**config.mk**
```make
export PLATFORM = sky130hd
export DESIGN_NAME = int_req
export DESIGN_NICKNAME = d
export VERILOG_FILES = /design/src/rtl/int_req.sv
export SDC_FILE = /design/constraint.sdc
export NUM_CORES = 1
export LEC_CHECK = 0
export CORE_MARGIN = 1
export CORE_UTILIZATION = 40
export DETAILED_ROUTE_END_ITERATION = 10
export GPL_ROUTABILITY_DRIVEN = 1
export PLACE_DENSITY = 0.85
export SYNTH_ARGS = -nofsm -noshare
export SYNTH_HDL_FRONTEND = slang
export SYNTH_SLANG_ARGS = --single-unit
```
**constraint.sdc**
```tcl
create_clock -name clk -period 3.3 [get_ports clk]
set_clock_uncertainty 0.05 [all_clocks]
set_input_delay 0.825 -clock clk [delete_from_list [all_inputs] [get_ports clk]]
set_output_delay 0.825 -clock clk [all_outputs]
set_load 0.03 [all_outputs]
```
**src/rtl/int_req.sv**
```systemverilog
// Interrupt request block: synchronises device requests, latches rising edges as
// pending, posts the highest-priority unmasked source to the flag logic and holds off after ack.
module int_req #(
    parameter int         NSRC  = 8,
    parameter int         HOLD  = 4,
    parameter logic [7:0] VBASE = 8'o200
) (
    input  logic            clk,
    input  logic            reset,
    input  logic [NSRC-1:0] irq,
    input  logic            state_fetch,
    input  logic            destintmask,
    input  logic            srcintack,
    input  logic [31:0]     ob,
    output logic            sintr,
    output logic [31:0]     int_status
);

    localparam int CW = $clog2(HOLD + 1);
    localparam int SV = (NSRC < 8) ? NSRC : 8;

    typedef enum logic [1:0] {IDLE, POST, GAP} state_t;

    state_t          state, state_nx;
    logic [NSRC-1:0] s1, s2, s3;
    logic [NSRC-1:0] pending, mask, edge_det, eligible, clr;
    logic [3:0]      src, win;
    logic            win_vld;
    logic [7:0]      vector;
    logic [CW-1:0]   cnt;
    logic            ack, mask_wr;

    assign ack      = state_fetch & srcintack;
    assign mask_wr  = state_fetch & destintmask;
    assign edge_det = s2 & ~s3;
    assign eligible = pending & ~mask;

    always_ff @(posedge clk or negedge reset) begin
        if (!reset) begin
            s1 <= '0;
            s2 <= '0;
            s3 <= '0;
        end else begin
            s1 <= irq;
            s2 <= s1;
            s3 <= s2;
        end
    end

    // Scan downwards so the lowest set index is the last one written and wins.
    always_comb begin
        win     = '0;
        win_vld = 1'b0;
        for (int i = NSRC - 1; i >= 0; i--) begin
            if (eligible[i]) begin
                win     = 4'(i);
                win_vld = 1'b1;
            end
        end
    end

    always_comb begin
        state_nx = state;
        clr      = '0;
        case (state)
            IDLE: if (win_vld) state_nx = POST;
            POST: begin
                if (ack) begin
                    state_nx = GAP;
                    clr      = NSRC'(1) << src;
                end
            end
            GAP:  if (cnt == CW'(1)) state_nx = IDLE;
            default: state_nx = IDLE;
        endcase
    end

    // The vector and source latch only on entry to POST, so later arrivals or mask
    // writes cannot disturb a request the CPU is already servicing.
    always_ff @(posedge clk or negedge reset) begin
        if (!reset) begin
            state   <= IDLE;
            pending <= '0;
            mask    <= '0;
            src     <= '0;
            vector  <= '0;
            cnt     <= '0;
            sintr   <= 1'b0;
        end else begin
            state   <= state_nx;
            pending <= (pending & ~clr) | edge_det;
            sintr   <= (state_nx == POST);
            if (mask_wr)
                mask <= ob[NSRC-1:0];
            if (state == IDLE && win_vld) begin
                src    <= win;
                vector <= VBASE + {4'b0, win};
            end
            if (state == POST && ack)
                cnt <= CW'(HOLD);
            else if (state == GAP)
                cnt <= cnt - CW'(1);
        end
    end

    assign int_status = {sintr, 7'b0, 8'(pending[SV-1:0]), 8'(mask[SV-1:0]), vector};

endmodule
```
==> results.md <==
* Status: finished, final reports clean
* Crit path largest cell delay at 720 ps
* Largest net degree at the start of global routing at 51
* Fmax at between 400 and 500 MHz
* Residual DRC at 0
* H-tree Lvls at 2
* Slew Limit Fails at 0
* CTS root buffer: clkbuf_8
* Slew @ Worst Pin at about 1100 ps
* DP Area at 0.002375 mm^2
* Routed vias/inst at roughly 4.8
* Post-CTS Setup Inserts at 0
* Vias in the first global route at 1,214
* Crit path kind: register to output pin
* Tot GR Track Use at 0.1511
* Fillcell total at a little over 400
* Wire per inst at 13.20 um
* CTS tree: built
* Hold Vio Cnt, Final at 0
* Chip width at 71.72 um
* Critical Path AT at 1520 ps
* RSZ-0062 raised after global routing: no
* Startpoint Class: register
* Area Growth Syn to Fin at 27.67%
* FP Rows at 25
* Skew-Pair Late Insertion Delay at 310 ps
* Yosys warning total at 0
* WL final at between 3000 and 4000 um
* Clk pin slew, worst setup/hold paths at around 90 ps
* Final Cycle Share at 0.7264
* Placed wire-length estimate at 2400 um
* Post-CTS sizing at 0
* Initial antenna violation count at 0
* DRT iter0 DRCs at 55
* Starting Density at 0.4144
* Core area at 0.004692 mm^2
* Unique masters post-synth at 33
* Diodes inserted at 0
* Most frequent cells in the layout: dfrtp_1 (50), clkdlybuf4s50_1 (41), inv_1 (13)
* Sequential cell area fraction in the yosys report at 0.6435
* Global-route congestion overflow total at 0
* WHS Path Cells at 0
* Vias at 1,222
* Worst path bufs/invs at 1
* Length of the first detailed-routing pass in iterations at 4
* Final ANT Viol Nets at 0
* First-pass GRT wire length at 5754 um
* Leak Pwr at 1.064 nW
* Port bufs at 42
* Total Die Area at 0.005144 mm^2
* CP Depth at 1
* Setup violations, final at 0
* Fin crit period at 2397 ps
* Nets at 246
* Ports at 78
* Top delay family on crit path: buffers and inverters
* Worst VDD drop at 0.3674 mV
* Number of buffers created by CTS at 5
* Rel. slew slack at 0.2953
* Setup TNS at 0 ps
* Cells on worst reg2reg path at 4
* Power Density at approximately 730 mW/mm^2
* Seq cells post-synth at 50
* Most common cell after layout, fill and taps aside: dfrtp_1
* Mapped Area at 0.001944 mm^2
* Fraction of layout cells with a size suffix above 1 at 0.1206
* Clk buf depth at 2
* Critical path required time at roughly 2400 ps
* Syn Inst Count at 152
* Synth Area per Inst at 12.79 um^2
* Critical Path, Cell by Cell: clkdlybuf4s50_1
* Chip height at 71.72 um
* Hold/Removal Path Class: register to register
* Hold-fix buffers, CTS at 0
* Crit path max-delay cell type: clkdlybuf4s50_1
* Maximum capacitance violations at 0
* Layout Cell Area excl Fill at 0.002482 mm^2
* Critical path fanouts, max at 7
* Crit end category: output pin
* RD Place Congestion at 0.8035
* CTS sink cnt at 50
-- worst paths after layout --
path / start / end / slack (ps)
setup reg to reg: state[1] / pending[4] / 1920
hold reg to reg: s1[6] / s2[6] / 300
max in group asynchronous: reset / s2[3] / 1890
hold / removal: s1[6] / s2[6] / 300
min in group asynchronous: reset / cnt[2] / 660
setup / recovery: src[0] / int_status[0] / 900
-- cells by family after synthesis --
kind of cell,synth area share
buffers and inverters,0.07143
and+or+nand+nor,0.09846
AOI/OAI and AO/OA,0.1210
xor gates and xnor gates,0.004505
other,0.001929
muxes,0.04633
DFF,0.6435
adders and majority gates,0.01287
-- cell usage after synthesis, drive strengths merged --
| cell type | count | area [um^2] |
|---|---|---|
| xnor2 | 1 | 8.760 |
| o2111ai | 1 | 26.28 |
| nand2b | 11 | 78.82 |
| o31ai | 3 | 36.28 |
| nor3b | 1 | 7.510 |
| o2bb2ai | 1 | 8.760 |
| conb | 1 | 3.750 |
| a221oi | 1 | 8.760 |
| nand2 | 9 | 38.79 |
| a311oi | 1 | 8.760 |
| and2b | 1 | 7.510 |
| a22oi | 1 | 7.510 |
| o21ai | 19 | 95.09 |
| mux2 | 8 | 90.09 |
| a31o | 1 | 8.760 |
| dfrtp | 50 | 1251 |
| nand3 | 1 | 5.000 |
| buf | 12 | 90.09 |
| inv | 13 | 48.80 |
| a31oi | 1 | 6.260 |
| nor2b | 3 | 18.77 |
| o311ai | 1 | 8.760 |
| nand3b | 1 | 7.510 |
| ha | 2 | 25.02 |
| a21oi | 4 | 20.02 |
| nand4 | 1 | 6.260 |
| and4b | 1 | 13.76 |
| nor2 | 2 | 7.510 |
-- sequential cells by signal, indices dropped and copies added, names as in the netlist --
register / cells
mask: 8
pending: 8
s1: 8
s2: 8
s3: 8
cnt: 3
src: 2
state: 2
vector: 2
sintr: 1
-- power by group --
part	internal, mW	switching [mW]	leakage, nW
Sequential	0.711	0.103	0.562
Clock	0.223	0.198	0.0542
Combinational	0.254	0.332	0.448
-- per-stage QoR --
| stage | power [mW] | worst slack (ps) | util | hold WS, ps | cells |
|---|---|---|---|---|---|
| 6_report | 1.822 | 902.9 | 0.5291 | 303.9 | 253 |
| 5_1_grt | 1.935 | 848.5 | 0.5291 | 319.3 | 253 |
| 4_1_cts | 1.835 | 896.2 | 0.5291 | 304.8 | 253 |
| 3_5_place_dp | 1.417 | 1005 | 0.5061 | 284.7 | 246 |
| 3_3_place_gp | 1.399 | 1010 | 0.5061 | 281.3 | 246 |
| 2_1_floorplan | 1.199 | 1722 | - | 281.2 | 162 |
-- layer usage --
| layer | vias to the layer above | wire, um | part of all wire | track usage |
|---|---|---|---|---|
| met5 | - | 0 | 0 | 0 |
| met4 | 0 | 56 | 0.017 | 0.06536 |
| met3 | 5 | 178 | 0.053 | 0.04641 |
| met2 | 36 | 1634 | 0.49 | 0.2358 |
| met1 | 594 | 1471 | 0.44 | 0.1959 |
| li1 | 587 | - | - | - |
-- final cells by class --
class	count	area [um^2]	share of cell area
flip-flops and latches	50	1251	0.5040
repair buffers	42	415.4	0.1673
multi-input cells	87	591.8	0.2384
clock inverters	2	38.79	0.01563
well taps	54	67.56	0.02722
clock buffers	5	68.82	0.02772
inverters	13	48.80	0.01966
(Power assumes the default switching activity.)
